### config.mk
export PLATFORM = sky130hd
export DESIGN_NAME = debug_uart_rx_frontend
export DESIGN_NICKNAME = d
export VERILOG_FILES = /design/src/rtl/debug_uart_rx_frontend_pkg.sv /design/src/rtl/debug_uart_rx_frontend_fifo.sv /design/src/rtl/debug_uart_rx_frontend.sv
export SDC_FILE = /design/constraint.sdc
export NUM_CORES = 1
export LEC_CHECK = 0
export ABC_AREA = 1
export BUFFER_PORTS_ARGS = -buffer_cell sky130_fd_sc_hd__buf_2
export CAP_MARGIN = 5
export CORE_AREA = 2 2 138 107
export CTS_BUF_LIST = sky130_fd_sc_hd__clkbuf_4
export DETAILED_ROUTE_END_ITERATION = 7
export DIE_AREA = 0 0 140 109
export PLACE_DENSITY = 0.72
export SLEW_MARGIN = 20
export SYNTH_ARGS = -nofsm -noshare
export SYNTH_HDL_FRONTEND = slang
export SYNTH_SLANG_ARGS = --single-unit
### constraint.sdc
create_clock -name i_Clock -period 4 [get_ports i_Clock]
set_input_delay 0.4 -clock i_Clock [delete_from_list [all_inputs] [get_ports i_Clock]]
set_output_delay 0.4 -clock i_Clock [all_outputs]
set_load 0.005 [all_outputs]
### src/rtl/debug_uart_rx_frontend_pkg.sv
//------------------------------------------------------------------------------
// Module   : debug_uart_rx_frontend_pkg
// Purpose  : State encodings, frame constants and helpers for the UART RX front end.
// Revision : 1.0
//------------------------------------------------------------------------------
`default_nettype none

package debug_uart_rx_frontend_pkg;

  typedef enum logic [2:0] {
    s_RX_IDLE      = 3'd0,
    s_RX_START     = 3'd1,
    s_RX_DATA      = 3'd2,
    s_RX_STOP      = 3'd3,
    s_RX_WAIT_IDLE = 3'd4
  } rx_state_t;

  localparam int   c_DEFAULT_CLKS_PER_BIT = 868;
  localparam int   c_DATA_BITS            = 8;
  localparam logic c_STOP_LEVEL           = 1'b1;

  function automatic logic majority3(input logic a, input logic b, input logic c);
    return (a & b) | (a & c) | (b & c);
  endfunction

endpackage

`default_nettype wire

### src/rtl/debug_uart_rx_frontend_fifo.sv
//------------------------------------------------------------------------------
// Module   : rx_byte_fifo
// Purpose  : Synchronous first-word-fall-through byte FIFO with occupancy count.
// Revision : 1.0
//------------------------------------------------------------------------------
`default_nettype none

module rx_byte_fifo #(
  parameter int DEPTH = 16,
  parameter int WIDTH = 8
) (
  input  logic                       i_Clock,
  input  logic                       i_Reset_N,
  input  logic                       i_Push,
  input  logic [WIDTH-1:0]           i_Push_Data,
  input  logic                       i_Pop,
  output logic [WIDTH-1:0]           o_Pop_Data,
  output logic [$clog2(DEPTH):0]     o_Count,
  output logic                       o_Full,
  output logic                       o_Empty
);

  localparam int                c_AW       = $clog2(DEPTH);
  localparam logic [c_AW:0]     c_FULL_CNT = (c_AW+1)'(DEPTH);

  logic [WIDTH-1:0] r_Mem [DEPTH];
  logic [c_AW-1:0]  r_Wr_Ptr;
  logic [c_AW-1:0]  r_Rd_Ptr;
  logic [c_AW:0]    r_Count;
  logic             w_Do_Push;
  logic             w_Do_Pop;

  assign o_Empty   = (r_Count == '0);
  assign o_Full    = (r_Count == c_FULL_CNT);
  assign o_Count   = r_Count;
  assign w_Do_Pop  = i_Pop && !o_Empty;
  // A full FIFO still accepts a push when the head leaves in the same cycle
  assign w_Do_Push = i_Push && (!o_Full || w_Do_Pop);
  assign o_Pop_Data = o_Empty ? '0 : r_Mem[r_Rd_Ptr];

  always_ff @(posedge i_Clock) begin
    if (w_Do_Push) r_Mem[r_Wr_Ptr] <= i_Push_Data;
  end

  always_ff @(posedge i_Clock or negedge i_Reset_N) begin
    if (!i_Reset_N) begin
      r_Wr_Ptr <= '0;
      r_Rd_Ptr <= '0;
      r_Count  <= '0;
    end else begin
      if (w_Do_Push) r_Wr_Ptr <= r_Wr_Ptr + 1'b1;
      if (w_Do_Pop)  r_Rd_Ptr <= r_Rd_Ptr + 1'b1;
      case ({w_Do_Push, w_Do_Pop})
        2'b10:   r_Count <= r_Count + 1'b1;
        2'b01:   r_Count <= r_Count - 1'b1;
        default: r_Count <= r_Count;
      endcase
    end
  end

endmodule

`default_nettype wire

### src/rtl/debug_uart_rx_frontend.sv
//------------------------------------------------------------------------------
// Module   : debug_uart_rx_frontend
// Purpose  : UART 8N1 receiver with framing/overflow flags feeding a byte FIFO.
//            Optional macro UART_RX_MAJORITY_VOTE_EN enables 2-of-3 sampling.
// Revision : 1.0
//------------------------------------------------------------------------------
`default_nettype none

module debug_uart_rx_frontend
  import debug_uart_rx_frontend_pkg::*;
#(
  parameter int CLKS_PER_BIT = c_DEFAULT_CLKS_PER_BIT,
  parameter int FIFO_DEPTH   = 16
) (
  input  logic                          i_Clock,
  input  logic                          i_Reset_N,
  input  logic                          i_Rx_Serial,
  output logic                          o_Rx_DV,
  output logic [7:0]                    o_Rx_Byte,
  input  logic                          i_Rx_Ready,
  output logic [$clog2(FIFO_DEPTH):0]   o_Fifo_Count,
  output logic                          o_Framing_Error,
  output logic                          o_Overflow,
  input  logic                          i_Clear_Errors
);

  localparam int c_CNT_W = $clog2(CLKS_PER_BIT);
`ifdef UART_RX_MAJORITY_VOTE_EN
  localparam int c_VOTE_DLY = 1;
`else
  localparam int c_VOTE_DLY = 0;
`endif
  // Start decision shifts by the vote delay; later bits stay a full bit apart
  localparam logic [c_CNT_W-1:0] c_MID_TAP = c_CNT_W'(CLKS_PER_BIT/2 - 1 + c_VOTE_DLY);
  localparam logic [c_CNT_W-1:0] c_BIT_TAP = c_CNT_W'(CLKS_PER_BIT - 1);
  localparam logic [2:0]         c_LAST_BIT = 3'(c_DATA_BITS - 1);

  logic               r_Rx_Meta;
  logic               r_Rx_Sync;
  logic               w_Sample;
  rx_state_t          r_State;
  logic [c_CNT_W-1:0] r_Clk_Count;
  logic [2:0]         r_Bit_Index;
  logic [7:0]         r_Shift;
  logic               r_Framing_Error;
  logic               r_Overflow;
  logic               w_Stop_Done;
  logic               w_Push;
  logic               w_Pop;
  logic               w_Full;
  logic               w_Empty;

  always_ff @(posedge i_Clock or negedge i_Reset_N) begin
    if (!i_Reset_N) begin
      r_Rx_Meta <= 1'b1;
      r_Rx_Sync <= 1'b1;
    end else begin
      r_Rx_Meta <= i_Rx_Serial;
      r_Rx_Sync <= r_Rx_Meta;
    end
  end

`ifdef UART_RX_MAJORITY_VOTE_EN
  logic [1:0] r_Rx_Hist;
  always_ff @(posedge i_Clock or negedge i_Reset_N) begin
    if (!i_Reset_N) r_Rx_Hist <= 2'b11;
    else            r_Rx_Hist <= {r_Rx_Hist[0], r_Rx_Sync};
  end
  assign w_Sample = majority3(r_Rx_Hist[1], r_Rx_Hist[0], r_Rx_Sync);
`else
  assign w_Sample = r_Rx_Sync;
`endif

  assign w_Stop_Done = (r_State == s_RX_STOP) && (r_Clk_Count == c_BIT_TAP);
  assign w_Push      = w_Stop_Done && (w_Sample == c_STOP_LEVEL);
  assign w_Pop       = i_Rx_Ready;

  always_ff @(posedge i_Clock or negedge i_Reset_N) begin
    if (!i_Reset_N) begin
      r_State         <= s_RX_IDLE;
      r_Clk_Count     <= '0;
      r_Bit_Index     <= '0;
      r_Shift         <= '0;
      r_Framing_Error <= 1'b0;
    end else begin
      if (w_Stop_Done && (w_Sample != c_STOP_LEVEL)) r_Framing_Error <= 1'b1;
      else if (i_Clear_Errors)                       r_Framing_Error <= 1'b0;

      case (r_State)
        s_RX_IDLE: begin
          r_Clk_Count <= '0;
          if (!r_Rx_Sync) r_State <= s_RX_START;
        end
        s_RX_START: begin
          if (r_Clk_Count == c_MID_TAP) begin
            r_Clk_Count <= '0;
            r_Bit_Index <= '0;
            r_State     <= w_Sample ? s_RX_IDLE : s_RX_DATA;
          end else begin
            r_Clk_Count <= r_Clk_Count + 1'b1;
          end
        end
        s_RX_DATA: begin
          if (r_Clk_Count == c_BIT_TAP) begin
            r_Clk_Count          <= '0;
            r_Shift[r_Bit_Index] <= w_Sample;
            if (r_Bit_Index == c_LAST_BIT) r_State <= s_RX_STOP;
            else                           r_Bit_Index <= r_Bit_Index + 1'b1;
          end else begin
            r_Clk_Count <= r_Clk_Count + 1'b1;
          end
        end
        s_RX_STOP: begin
          if (w_Stop_Done) begin
            r_Clk_Count <= '0;
            r_State     <= (w_Sample == c_STOP_LEVEL) ? s_RX_IDLE : s_RX_WAIT_IDLE;
          end else begin
            r_Clk_Count <= r_Clk_Count + 1'b1;
          end
        end
        s_RX_WAIT_IDLE: begin
          r_Clk_Count <= '0;
          if (r_Rx_Sync) r_State <= s_RX_IDLE;
        end
        default: begin
          r_Clk_Count <= '0;
          r_State     <= s_RX_IDLE;
        end
      endcase
    end
  end

  always_ff @(posedge i_Clock or negedge i_Reset_N) begin
    if (!i_Reset_N)                          r_Overflow <= 1'b0;
    else if (w_Push && w_Full && !w_Pop)     r_Overflow <= 1'b1;
    else if (i_Clear_Errors)                 r_Overflow <= 1'b0;
  end

  rx_byte_fifo #(
    .DEPTH (FIFO_DEPTH),
    .WIDTH (8)
  ) u_fifo (
    .i_Clock     (i_Clock),
    .i_Reset_N   (i_Reset_N),
    .i_Push      (w_Push),
    .i_Push_Data (r_Shift),
    .i_Pop       (w_Pop),
    .o_Pop_Data  (o_Rx_Byte),
    .o_Count     (o_Fifo_Count),
    .o_Full      (w_Full),
    .o_Empty     (w_Empty)
  );

  assign o_Rx_DV         = !w_Empty;
  assign o_Framing_Error = r_Framing_Error;
  assign o_Overflow      = r_Overflow;

endmodule

`default_nettype wire

Yosys cells after proc, flatten, opt, wreduce, memory -nomap -nowiden
Memory sizes are Yosys's and may differ from the RTL's. Index checks and enable logic that the tools add are counted.

Register bits: 41. Memory bits (writable): 128. Bits of input ports: 5. Output and inout bits: 16. Logic and storage cells: 86. Memories kept: 1.

$add $sub $neg: 6. $lt $le $gt $ge: 2. Equal/unequal tests: 17. Muxes and demuxes: 27. Bitwise operators: 1. Reductions and logical operators: 21.

Memory list: u_fifo.r_Mem (words 16, bits a word 8, read ports 1, clocked after Yosys merged registers in 0, write ports 1, line debug_uart_rx_frontend_fifo.sv:26) `logic [WIDTH-1:0] r_Mem [DEPTH];`.

Operators by type and width (number): $mux 10 (3); $mux 3 (10); $pmux 10 s3 (1); $pmux 3 s5 (1); $ne 2x2->1 const B (7); $add 10x1->10 const B (1); $eq 10x10->1 const B (1); $eq 10x9->1 const B (1); $pmux 5 s2 (1); $add 4x1->4 const B (2); $bwmux 8 (1); $logic_and 1x1->1 (8); $mux 8 (1); $reduce_bool 2->1 (4); $eq 3x2->1 const B (2); $eq 3x3->1 const B (2); $mux 1 (6); $pmux 3 s2 (1); $reduce_and 6->1 (1); $add 5x1->5 const B (1); $eq 5x5->1 const B (1); $logic_not 5->1 (1); $sub 5x1->5 const B (1); $lt 3x4->1 const B (1); other kinds (13) (15).

Logic depth before layout (Yosys ltp)
Gate-level depths: netlist of run 1.

Depth in word-level cells: 7. Depth in mapped cells: 17. Depth with buffers taken out: 17.

Cells and area by module
A second synthesis of run 1 with hierarchy kept.

Cell total of the unflattened synthesis: 724. Area, all modules: 7584.8 µm².

By module, submodules not included: rx_byte_fifo (times used 1, cells an instance 526, area an instance 6000.8 µm², seq. area each 4169.0 µm²); debug_uart_rx_frontend (times used 1, cells an instance 198, area an instance 1584.0 µm², seq. area each 703.2 µm²).

Worst setup path after synthesis of run 1
No wires, ideal clock.

Kind: reg-to-reg. Start point: register r_Clk_Count[0]. End point: register u_fifo.r_Count[4] (netlist: u_fifo.o_Count[4]). Setup time: 126 ps. Data arrival time: 2156 ps. Path slack: 1718 ps. Stages on the path, launching flop included: 18. Clock period less this slack: 2282 ps. Cell sequence: dfrtp_1 ha_1 inv_2 nor2_4 nand4_4 nor2_4 nand3_4 ha_1 xor2_1 ha_1 inv_1 nand2_1 nand3_1 nand2_1 nand2_1 nand2_1 nand2_1 o21ai_0.

Word-level cells in the longest chain between the ends: 6.

RTL lines: start: declaration (line debug_uart_rx_frontend.sv:42) `logic [c_CNT_W-1:0] r_Clk_Count;`; start signal: assignment (line debug_uart_rx_frontend.sv:100) `r_Clk_Count <= r_Clk_Count + 1'b1;`; start signal: assignment (line debug_uart_rx_frontend.sv:110) `r_Clk_Count <= r_Clk_Count + 1'b1;`; start signal: assignment (line debug_uart_rx_frontend.sv:118) `r_Clk_Count <= r_Clk_Count + 1'b1;`; $eq 10x10->1 * (line debug_uart_rx_frontend.sv:74) `assign w_Stop_Done = (r_State == s_RX_STOP) && (r_Clk_Count == c_BIT_TAP);`; $logic_and 1x1->1 * (line debug_uart_rx_frontend.sv:74); $logic_and 1x1->1 * (line debug_uart_rx_frontend.sv:75) `assign w_Push = w_Stop_Done && (w_Sample == c_STOP_LEVEL);`; $logic_and 1x1->1 * (line debug_uart_rx_frontend_fifo.sv:38) `assign w_Do_Push = i_Push && (!o_Full || w_Do_Pop);`; $eq 2x1->1 / $eq 2x2->1 (equally long branches) (line debug_uart_rx_frontend_fifo.sv:53) `case ({w_Do_Push, w_Do_Pop})`; $pmux 5 s2 / $reduce_bool 2->1 (equally long branches); end signal: assignment (line debug_uart_rx_frontend_fifo.sv:54) `2'b10: r_Count <= r_Count + 1'b1;`; end signal: assignment (line debug_uart_rx_frontend_fifo.sv:55) `2'b01: r_Count <= r_Count - 1'b1;`; end signal: assignment (line debug_uart_rx_frontend_fifo.sv:56) `default: r_Count <= r_Count;`; end: declaration (line debug_uart_rx_frontend_fifo.sv:29) `logic [c_AW:0] r_Count;`.

Mark *: on every way between the ends. The rest lies on a longest branch, timed or not. A chain may end at the register's enable or synchronous reset.

Worst setup path in the final report of run 1
Start point: register u_fifo.r_Rd_Ptr[0]. End point: output o_Rx_Byte[5].

Word-level cells in the longest chain between the ends: 2.

RTL lines: start: declaration (line debug_uart_rx_frontend_fifo.sv:28) `logic [c_AW-1:0] r_Rd_Ptr;`; start signal: assignment (line debug_uart_rx_frontend_fifo.sv:52) `if (w_Do_Pop) r_Rd_Ptr <= r_Rd_Ptr + 1'b1;`; $mem_v2 16x8; $mux 8 (line debug_uart_rx_frontend_fifo.sv:39) `assign o_Pop_Data = o_Empty ? '0 : r_Mem[r_Rd_Ptr];`; end: declaration (line debug_uart_rx_frontend.sv:19) `output logic [7:0] o_Rx_Byte,`.

No other way between the ends.

==> key figures, run 1 <==
Status
  – Run status: completed

Cells and area
  – Final antenna diode count: 0
  – P&R area growth vs syn: 6.67%
  – Layout cell share with drive strength beyond 1: 11.0%
  – Post-layout nets: 789

Synthesis
  – Number of enable flip-flop cells after synthesis: 128
  – Post-synthesis cell area: 0.00763 sq mm
  – Syn Nets: 771
  – Cell variety after synth: 33
  – Mapped Avg Cell Area: 10.1 sq um
  – Count of warnings emitted by yosys: 0
  – Predominant post-synthesis flop cell: sky130_fd_sc_hd__edfxtp_1
  – Post-synthesis sequential element count: 169
  – Top cells by area in the synthesized netlist: sky130_fd_sc_hd__edfxtp_1 50%, sky130_fd_sc_hd__dfrtp_1 13%, sky130_fd_sc_hd__nand2_1 12%, sky130_fd_sc_hd__nand3_1 8.0%, sky130_fd_sc_hd__inv_1 2.6%
  – Proportion of synthesized chip area in sequential cells: 63.8%
  – Cell count after synthesis: 753
  – Portion of synthesized cell area occupied by the leading cell type: 50.4%
  – Async S/R FF share, synth: 24.3%
  – Top cell type by total area after synthesis: sky130_fd_sc_hd__edfxtp_1

Route
  – Count of unresolved DRC violations after routing: 0
  – Via density per instance: 5.47
  – WL final: 16.6 mm
  – Antenna Nets Post-Route: 0
  – Average wire length per cell after detail routing: 17.2 microns
  – Number of optimization iterations in the first detailed-route pass: 8
  – Starting DRT DRC Count: 581
  – DR vias: 5275

Setup path
  – Most frequent cell on the critical path: sky130_fd_sc_hd__nand2_1
  – Path depth of the worst reg2reg path: 15
  – Reg-to-reg endpoint: u_fifo.o_Count[4]
  – Worst Setup SP: u_fifo.r_Rd_Ptr[0]
  – Delay contributed by the slowest stage of the critical path: 0.79 ns
  – Cell-by-cell trace of the critical path: clkinv_1, buf_4, nand2_1, nand3_1, nand3_1, nand2_1, nand2_1, a21oi_1, buf_2
  – Startpoint of the most critical register-to-register path: u_fifo.o_Count[2]
  – Capture point of the critical path: o_Rx_Byte[5]
  – Kind of end point of the critical path: output pin
  – Crit Path Class: reg2out
  – Data required, critical path: 3.60 ns
  – Data arrival time of the worst path: 2.92 ns
  – Setup slack, reg-to-reg: 1.33 ns
  – Slowest cell on crit path: sky130_fd_sc_hd__clkinv_1
  – Maximum fanout encountered on the critical timing path: 34
  – Startpoint type of the worst setup path: flop

Placed design
  – Port bufs: 20
  – Post-placement worst setup slack: 1.29 ns
  – HPWL Detailed: 10.8 mm
  – GP Congestion: 0.954

Power
  – P per Cell Area: 502 mW/mm^2
  – Net switching power of the design: 1490 uW
  – Sequential fraction of design power: 49.0%
  – Internal power of the cells: 2600 uW
  – Power share of the combinational group: 28.8%
  – Sw Ratio: 36.4%
  – Clk network pwr share: 22.2%
  – Static leakage: 0.00355 uW
  – VDD IR max: 0.000220 V

Die
  – Rows: 38
  – Floorplan die height: 109 microns
  – Die Span X: 140 microns
  – Core area: 0.0140 sq mm
  – Initial Utilization: 54.4%
  – Die Footprint: 0.0153 sq mm
  – I/O pins: 21

Clock tree
  – Post-cts repair resize count: 0
  – Clk Tree Root Cell: sky130_fd_sc_hd__clkbuf_4
  – # H-tree levels: 4
  – Clk sink count: 169
  – Post-CTS setup-driven buffer insertion count: 0
  – Clock buffers created by TritonCTS: 17
  – Worst skew pair latency: 0.55 ns
  – Clk slew on worst S/H paths: 0.14 ns
  – Clock tree buffer depth: 2
  – CTS tree: yes

Timing
  – Peak clock frequency supported by timing: 301 MHz
  – Actual transition at the worst max-transition pin: 1.10 ns
  – WHS: 0.0524 ns
  – Remaining max-slew budget at the tightest pin: 26.0%
  – Setup ws final: 0.681 ns
  – Setup total negative slack: 0 ns
  – Final-report setup violation count: 0
  – Layout Skew: 0.0190 ns
  – Final count of pins violating max slew: 0
  – Unrepaired setup endpoints after global routing: false
  – Share of the clock period used by the worst path: 83.0%
  – Min Tclk post-route: 3.32 ns
  – Final hold viol count: 0

Flow run
  – Max-cap violations: 0

Global route
  – Most congested layer reported by global routing: met2
  – Pin count of the biggest net entering global routing: 67
  – First-pass GRT wire length: 26.5 mm
  – Via count of the first global-routing pass: 5024
  – Met1 track utilization from global routing: 33.3%
  – GR Util met2: 35.3%
  – Combined global-route utilization of all metal layers: 23.0%
  – Number of antenna violations at the first check in global routing: 0
  – Met3 demand-to-capacity share in global routing: 5.09%
  – Total gr overflow: 0

Min path
  – Tightest Hold Check Type: in2reg
[area by class of cell]
cell class,count,area [sq um]
fill,1176,5880
sequential,169,4870
multi-input combinational,496,2400
inverter,61,235
tap,180,225
timing repair buffer,26,150
clock inverter,15,130
clock buffer,17,128
[flip-flops by register name (all words and copies together) (netlist names)]
name,count
u_fifo.r_Rd_Ptr,4
r_Bit_Index,3
u_fifo.o_Count,5
o_Overflow,1
o_Framing_Error,1
r_Rx_Meta,1
r_Clk_Count,10
r_Rx_Sync,1
r_State,3
r_Shift,8
u_fifo.r_Mem,128
u_fifo.r_Wr_Ptr,4
[cell families after synthesis]
family,share of synthesized area [%]
XOR/XNOR,1.15
buffers and inverters,4.72
AND/OR/NAND/NOR,26.1
AO/OA/AOI/OAI,2.03
flip-flops,63.8
adder cells (fa/ha/maj),2.13
[per-stage QoR]
step                      utilization [%]  cell area (sq um)  std cells  power [uW]
after floorplan                         -               7630        753        2860
after global placement               56.1               7870        930        3170
after detailed placement             56.1               7870        930        3200
after CTS                            58.1               8140        964        4090
after global routing                 58.1               8140        964        4310
final                                58.1               8140        964        4090
[metal layers]
layer	part of all wire [%]	wire (microns)
met1	46	7690
met3	6.7	1100
met4	1.5	252
met5	0	0
met2	45	7520
[worst max-delay path, delay by kind of cell (launching register included)]
kind                   cells  cell delay (ns)
flip-flops                 1             0.39
AO/OA/AOI/OAI              1             0.08
buffers and inverters      3             1.45
AND/OR/NAND/NOR            5             0.47
[power by group through the flow]
stage / Combinational [uW] / Clock [uW] / Sequential, uW
finish: 1180 / 906 / 2010
CTS: 1160 / 925 / 2000
global route: 1300 / 993 / 2010
detailed placement: 1160 / 0 / 2040
floorplan: 862 / 0 / 1990
global placement: 1130 / 0 / 2040
[cell usage after synthesis, types with 6 or more instances]
library cell	n
sky130_fd_sc_hd__nand2_1	243
sky130_fd_sc_hd__edfxtp_1	128
sky130_fd_sc_hd__nand3_1	122
sky130_fd_sc_hd__inv_1	53
sky130_fd_sc_hd__nor2_1	43
sky130_fd_sc_hd__dfrtp_1	39
sky130_fd_sc_hd__buf_2	19
sky130_fd_sc_hd__o21ai_0	16
sky130_fd_sc_hd__ha_1	13
sky130_fd_sc_hd__nand4_1	10
sky130_fd_sc_hd__a21oi_1	9
sky130_fd_sc_hd__xor2_1	8
sky130_fd_sc_hd__clkbuf_1	6
[placed cells by master (no fill, tap or decap), types with 6 or more instances in the layout]
master                       Yosys  final
sky130_fd_sc_hd__clkinvlp_4      0      6
sky130_fd_sc_hd__edfxtp_1      128    128
sky130_fd_sc_hd__a21oi_1         9      9
sky130_fd_sc_hd__nand2_1       243    243
sky130_fd_sc_hd__inv_1          53     51
sky130_fd_sc_hd__clkbuf_4        0     17
sky130_fd_sc_hd__o21ai_0        16     16
sky130_fd_sc_hd__nand4_1        10     10
sky130_fd_sc_hd__nor2_1         43     43
sky130_fd_sc_hd__xor2_1          8      8
sky130_fd_sc_hd__dfrtp_1        39     38
sky130_fd_sc_hd__nand3_1       122    122
sky130_fd_sc_hd__ha_1           13     13
sky130_fd_sc_hd__buf_2          19     20
[how the worst min path moves through the flow]
stage,start,to,slack (ns),cells after the start
after global routing,i_Clear_Errors,o_Framing_Error,0.02,2
after detailed placement,r_Rx_Meta,r_Rx_Sync,0.35,0
after global placement,r_Rx_Meta,r_Rx_Sync,0.35,0
final,i_Clear_Errors,o_Framing_Error,0.05,2
after CTS,i_Clear_Errors,o_Framing_Error,0.008,2
after floorplan,i_Reset_N,o_Framing_Error,0.10,0
[what timing repair did]
item,4_1_cts,5_1_grt
hold buffers,2,0
endpoints found under the hold margin,40,0
endpoints found under the setup margin,0,0
Note: power is estimated with default switching activity, not from simulation.
==> inputs of run 2 (changes only) <==
Clock period 4 ns to 3.3 ns, I/O delays scaled along.
==> key figures, run 2 (synthesis results as in run 1) <==
Placed design
  – Port bufs: 20 (unchanged)
  – HPWL Detailed: 10.5 mm (-3.0%)
  – GP Congestion: 0.925 (-3.0%)

Timing
  – Actual transition at the worst max-transition pin: 0.935 ns (-0.169 ns)
  – WHS: 0.0750 ns (+0.0226 ns)
  – Min Tclk post-route: 2.92 ns
  – Final-report setup violation count: 0 (unchanged)
  – Share of the clock period used by the worst path: 88.4%
  – Peak clock frequency supported by timing: 343 MHz
  – Final hold viol count: 0 (unchanged)
  – Final count of pins violating max slew: 0 (unchanged)
  – Setup total negative slack: 0 ns (unchanged)
  – Layout Skew: 0.0171 ns (-0.00199 ns)
  – Remaining max-slew budget at the tightest pin: 37.7% (+12 points)
  – Unrepaired setup endpoints after global routing: false

Setup path
  – Crit Path Class: reg2out
  – Reg-to-reg endpoint: u_fifo.o_Count[4]
  – Kind of end point of the critical path: output pin
  – Setup slack, reg-to-reg: 0.75 ns (-0.58 ns)
  – Path depth of the worst reg2reg path: 16 (+1)
  – Maximum fanout encountered on the critical timing path: 34 (unchanged)
  – Data arrival time of the worst path: 2.59 ns (-0.33 ns)
  – Startpoint of the most critical register-to-register path: r_Clk_Count[0]
  – Data required, critical path: 2.97 ns (-0.63 ns)
  – Worst Setup SP: u_fifo.r_Rd_Ptr[0]
  – Startpoint type of the worst setup path: flop

Clock tree
  – CTS tree: yes
  – Clk Tree Root Cell: sky130_fd_sc_hd__clkbuf_4
  – Clk slew on worst S/H paths: 0.13 ns (about the same)
  – Clk sink count: 169 (unchanged)
  – Clock tree buffer depth: 2 (unchanged)
  – # H-tree levels: 4 (unchanged)
  – Clock buffers created by TritonCTS: 17 (unchanged)
  – Post-CTS setup-driven buffer insertion count: 0 (unchanged)
  – Worst skew pair latency: 0.56 ns (about the same)

Cells and area
  – P&R area growth vs syn: 8.46%
  – Leading cell types in the layout, fill and taps excluded: 243 x sky130_fd_sc_hd__nand2_1, 128 x sky130_fd_sc_hd__edfxtp_1, 122 x sky130_fd_sc_hd__nand3_1, 51 x sky130_fd_sc_hd__inv_1, 43 x sky130_fd_sc_hd__nor2_1
  – Commonest non-fill, non-tap cell in the layout: sky130_fd_sc_hd__nand2_1
  – Largest registers in the final layout: u_fifo.r_Mem: 128 flops, r_Clk_Count: 10 flops, r_Shift: 8 flops
  – Layout cell share with drive strength beyond 1: 11.1% (+0.085 points)
  – Post-layout nets: 792 (+0.38%)
  – Largest reg by FF count: u_fifo.r_Mem
  – Share of the core filled with cells: 59.0% (+0.97 points)
  – Max FFs per register: 128 (unchanged)

Status
  – Run status: finished, violations left
  – Failing checks: DRC

Route
  – Average wire length per cell after detail routing: 17.1 microns (-0.52%)
  – Count of unresolved DRC violations after routing: 1 (+1)
  – DR vias: 5330 (+1.0%)
  – Starting DRT DRC Count: 548 (-5.7%)
  – Antenna Nets Post-Route: 0 (unchanged)
  – Via density per instance: 5.51 (+0.63%)
  – Number of optimization iterations in the first detailed-route pass: 7 (-1)
  – WL final: 16.5 mm (-0.10%)

Die
  – I/O pins: 21 (unchanged)
  – Die Footprint: 0.0153 sq mm (unchanged)
  – Die Span X: 140 microns (unchanged)
  – Floorplan die height: 109 microns (unchanged)
  – Rows: 38 (unchanged)
  – Core area: 0.0140 sq mm (unchanged)
  – Initial Utilization: 54.4% (unchanged)

Min path
  – Hold wc startpoint: i_Rx_Ready
  – Worst Hold Path Cells: 3 (+1)
  – End point of the worst hold path: u_fifo.r_Rd_Ptr[0]
  – Tightest Hold Check Type: in2reg

Power
  – VDD IR max: 0.000418 V (+90%)
  – Total Power: 5360 uW (+31%)
  – Static leakage: 0.00362 uW (+2.1%)
  – P per Cell Area: 647 mW/mm^2 (+29%)

Global route
  – Combined global-route utilization of all metal layers: 22.9% (-0.091 points)
  – Number of antenna violations at the first check in global routing: 1 (+1)
  – First-pass GRT wire length: 26.3 mm (-0.81%)
  – Total gr overflow: 0 (unchanged)
  – Pin count of the biggest net entering global routing: 42 (-37%)
  – Via count of the first global-routing pass: 4982 (-0.84%)

Flow run
  – Max-cap violations: 0 (unchanged)
## run 2: changes by cell type in the layout (fill, tap and decap cells not counted), sizes merged
cell / change
buf: +2
bufinv: +5
clkbuf: +1
clkinv: -2
clkinvlp: -3
diode: +1
dlygate4sd3: +1
inv: -1
## run 2: timing repair
action / CTS / global route
endpoints found under the setup margin: 0 / 7
hold buffers: 3 / 0
hold endpoints to repair: 42 / 0
gates resized for setup: 0 / 1
## run 2: stage by stage
step                      std cells  worst slack (ns)  instance area [sq um]
after floorplan                 753              1.02                   7630
after global placement          932             0.849                   7880
after detailed placement        932             0.747                   7880
after CTS                       967             0.340                   8270
after global routing            968             0.151                   8280
final                           968             0.383                   8280
## run 2: metal layers
| metal | track usage [%] | share of wire (%) | vias up | wire length, microns |
|---|---|---|---|---|
| li1 | - | - | 2574 | - |
| met1 | 33.4 | 47 | 2541 | 7700 |
| met2 | 35.6 | 45 | 202 | 7530 |
| met3 | 5.40 | 7.2 | 13 | 1190 |
| met4 | 4.98 | 0.78 | 0 | 129 |
| met5 | 0 | 0 | - | 0 |
## run 2: area by class of cell
class | instances | area, sq um
Timing Repair Buffer | 29 | 175
Clock buffer | 18 | 135
Tap cell | 180 | 225
Sequential cell | 169 | 4870
Clock inverter | 14 | 228
Fill cell | 1136 | 5750
Multi-Input combinational cell | 496 | 2400
Antenna cell | 1 | 2.50
Inverter | 61 | 239
## run 2: how the worst max path moves through the flow
stage	to	cells after the start
4_1_cts	o_Rx_Byte[0]	7
2_1_floorplan	u_fifo.o_Count[4]	17
5_1_grt	o_Rx_Byte[1]	9
3_3_place_gp	u_fifo.o_Count[4]	17
3_5_place_dp	u_fifo.o_Count[4]	16
6_report	o_Rx_Byte[1]	10
## run 2: power by group
group          internal [uW]  total [uW]  switching [uW]
Combinational            475        1510            1030
Sequential              2320        2390            71.5
Clock                    754        1460             707
## run 2: worst max-delay path, cell delays in order (launching register included)
cell                       delay, ns
sky130_fd_sc_hd__dfrtp_2        0.41
sky130_fd_sc_hd__buf_4          0.24
sky130_fd_sc_hd__clkinv_1       0.12
sky130_fd_sc_hd__buf_4          0.34
sky130_fd_sc_hd__nand2_1        0.09
sky130_fd_sc_hd__nand3_1        0.12
sky130_fd_sc_hd__nand3_1        0.14
sky130_fd_sc_hd__nand2_1        0.10
sky130_fd_sc_hd__nand2_1        0.05
sky130_fd_sc_hd__a21oi_1        0.23
sky130_fd_sc_hd__buf_2          0.16
==> inputs of run 3 (changes only) <==
Settings changed: CTS_BUF_LIST sky130_fd_sc_hd__clkbuf_4 to sky130_fd_sc_hd__clkbuf_2.
==> key figures, run 3 (synthesis results as in run 1) <==
Status
  – Run status: finished, violations left
  – Failing checks: DRC

Timing
  – Setup total negative slack: 0 ns (unchanged)
  – WHS: 0.221 ns (+0.146 ns)
  – Peak clock frequency supported by timing: 324 MHz (-5.6%)
  – Remaining max-slew budget at the tightest pin: 37.6% (-0.11 points)
  – Min Tclk post-route: 3.09 ns (+0.173 ns)
  – Final hold viol count: 0 (unchanged)
  – Actual transition at the worst max-transition pin: 0.937 ns (+0.00171 ns)
  – Layout Skew: 0.0324 ns (+0.0153 ns)
  – Share of the clock period used by the worst path: 93.6% (+5.2 points)
  – Final-report setup violation count: 0 (unchanged)
  – Final count of pins violating max slew: 0 (unchanged)

Die
  – Die Span X: 140 microns (unchanged)
  – Core area: 0.0140 sq mm (unchanged)
  – Die Footprint: 0.0153 sq mm (unchanged)
  – Floorplan die height: 109 microns (unchanged)
  – Rows: 38 (unchanged)
  – I/O pins: 21 (unchanged)
  – Initial Utilization: 54.4% (unchanged)

Cells and area
  – Area taken by multi-input logic gates: 0.00240 sq mm (unchanged)
  – Storage element area: 0.00487 sq mm (unchanged)
  – Final non-filler cell area: 0.00826 sq mm (-0.29%)
  – Leading cell types in the layout, fill and taps excluded: 243 x sky130_fd_sc_hd__nand2_1, 128 x sky130_fd_sc_hd__edfxtp_1, 122 x sky130_fd_sc_hd__nand3_1, 51 x sky130_fd_sc_hd__inv_1, 43 x sky130_fd_sc_hd__nor2_1
  – Largest reg by FF count: u_fifo.r_Mem
  – Commonest non-fill, non-tap cell in the layout: sky130_fd_sc_hd__nand2_1
  – Share of the core filled with cells: 58.9% (-0.17 points)
  – Largest registers in the final layout: u_fifo.r_Mem: 128 flops, r_Clk_Count: 10 flops, r_Shift: 8 flops
  – Post-layout nets: 793 (+0.13%)
  – Layout cell share with drive strength beyond 1: 11.0% (-0.014 points)
  – P&R area growth vs syn: 8.15%
  – Max FFs per register: 128 (unchanged)
  – Filler instances: 1146 (+0.88%)

Global route
  – Combined global-route utilization of all metal layers: 22.9% (-0.029 points)
  – Number of antenna violations at the first check in global routing: 1 (unchanged)
  – Pin count of the biggest net entering global routing: 42 (unchanged)
  – First-pass GRT wire length: 26.3 mm (-0.18%)
  – Via count of the first global-routing pass: 4989 (+0.14%)
  – Total gr overflow: 0 (unchanged)

Setup path
  – Data arrival time of the worst path: 2.76 ns (+0.17 ns)
  – Path depth of the worst reg2reg path: 16 (unchanged)
  – Startpoint of the most critical register-to-register path: r_Clk_Count[0]
  – Setup slack, reg-to-reg: 0.75 ns (about the same)
  – Maximum fanout encountered on the critical timing path: 33 (-2.9%)
  – Reg-to-reg endpoint: u_fifo.o_Count[4]
  – Startpoint type of the worst setup path: flop
  – Kind of end point of the critical path: output pin
  – Crit Path Class: reg2out
  – Data required, critical path: 2.97 ns (about the same)

Route
  – Starting DRT DRC Count: 492 (-10%)
  – Number of optimization iterations in the first detailed-route pass: 7 (unchanged)
  – DR vias: 5313 (-0.32%)
  – Antenna Nets Post-Route: 0 (unchanged)
  – WL final: 16.4 mm (-0.97%)
  – Count of unresolved DRC violations after routing: 1 (unchanged)
  – Average wire length per cell after detail routing: 16.9 microns (-1.1%)
  – Via density per instance: 5.48 (-0.42%)

Clock tree
  – Clock tree buffer depth: 2 (unchanged)
  – Worst skew pair latency: 0.73 ns (+0.17 ns)
  – # H-tree levels: 4 (unchanged)
  – Clock buffers created by TritonCTS: 17 (unchanged)
  – Post-CTS setup-driven buffer insertion count: 0 (unchanged)
  – Clk slew on worst S/H paths: 0.23 ns (+0.10 ns)
  – Clk Tree Root Cell: sky130_fd_sc_hd__clkbuf_2
  – Clk sink count: 169 (unchanged)
  – CTS tree: yes

Min path
  – Tightest Hold Check Type: in2reg
  – Hold wc startpoint: i_Rx_Serial
  – Worst Hold Path Cells: 2 (-1)
  – End point of the worst hold path: r_Rx_Meta

Power
  – VDD IR max: 0.000429 V (+2.8%)
  – P per Cell Area: 637 mW/mm^2 (-1.6%)
  – Static leakage: 0.00362 uW (about the same)

Placed design
  – Placed inst area: 0.00788 sq mm (unchanged)
  – GP Congestion: 0.925 (unchanged)
  – Port bufs: 20 (unchanged)
  – HPWL Detailed: 10.5 mm (unchanged)

Flow run
  – Max-cap violations: 0 (unchanged)
[run 3: changes by cell type in the layout (fill, tap and decap cells not counted)]
cell / delta
sky130_fd_sc_hd__buf_4: -3
sky130_fd_sc_hd__clkbuf_4: -18
sky130_fd_sc_hd__dlygate4sd3_1: +1
sky130_fd_sc_hd__buf_6: +3
sky130_fd_sc_hd__clkbuf_2: +18
[run 3: through the flow]
stage / cells / total power, uW / worst slack (ns)
after floorplan: 753 / 3460 / 1.02
after CTS: 968 / 5250 / 0.101
after detailed placement: 932 / 3910 / 0.747
final: 969 / 5260 / 0.210
after global routing: 969 / 5540 / -0.00794
after global placement: 932 / 3880 / 0.849
[run 3: worst max path at each step]
stage                            start           endpoint
finish              u_fifo.r_Rd_Ptr[1]       o_Rx_Byte[1]
global route        u_fifo.r_Rd_Ptr[1]       o_Rx_Byte[1]
CTS                 u_fifo.r_Rd_Ptr[1]       o_Rx_Byte[0]
detailed placement      r_Clk_Count[0]  u_fifo.o_Count[4]
global placement        r_Clk_Count[0]  u_fifo.o_Count[4]
floorplan               r_Clk_Count[0]  u_fifo.o_Count[4]
[run 3: power breakdown]
part           total (uW)  switching [uW]  leakage [uW]  internal (uW)
logic                1520            1030       0.00142            488
registers            2390            71.4       0.00202           2320
clock network        1340             699      0.000179            644
[run 3: layout make-up]
type                            count  share of cell area (%)
Antenna cell                        1                  0.0303
Sequential cell                   169                    59.0
Clock buffer                       18                    1.09
Multi-Input combinational cell    496                    29.1
Inverter                           61                    2.89
Tap cell                          180                    2.73
Timing Repair Buffer               30                    2.38
Clock inverter                     14                    2.76
[run 3: routing by layer]
layer	global-route usage, %	vias up	share of wire, %
li1	-	2572	-
met1	33.2	2514	45
met2	35.6	219	46
met3	5.27	8	8.7
met4	5.41	0	0.79
met5	0	-	0
[run 3: critical path, stage by stage, from the launching register on]
cell	delay, ns
sky130_fd_sc_hd__dfrtp_1	0.45
sky130_fd_sc_hd__clkinvlp_4	0.53
sky130_fd_sc_hd__nand3_1	0.32
sky130_fd_sc_hd__nand3_1	0.13
sky130_fd_sc_hd__nand2_1	0.08
sky130_fd_sc_hd__nand2_1	0.05
sky130_fd_sc_hd__a21oi_1	0.28
sky130_fd_sc_hd__buf_2	0.17
[run 3: timing repair]
action | CTS | global route
hold buffers | 4 | 0
endpoints found under the hold margin | 46 | 0
gates resized for setup | 0 | 4
endpoints found under the setup margin | 0 | 8
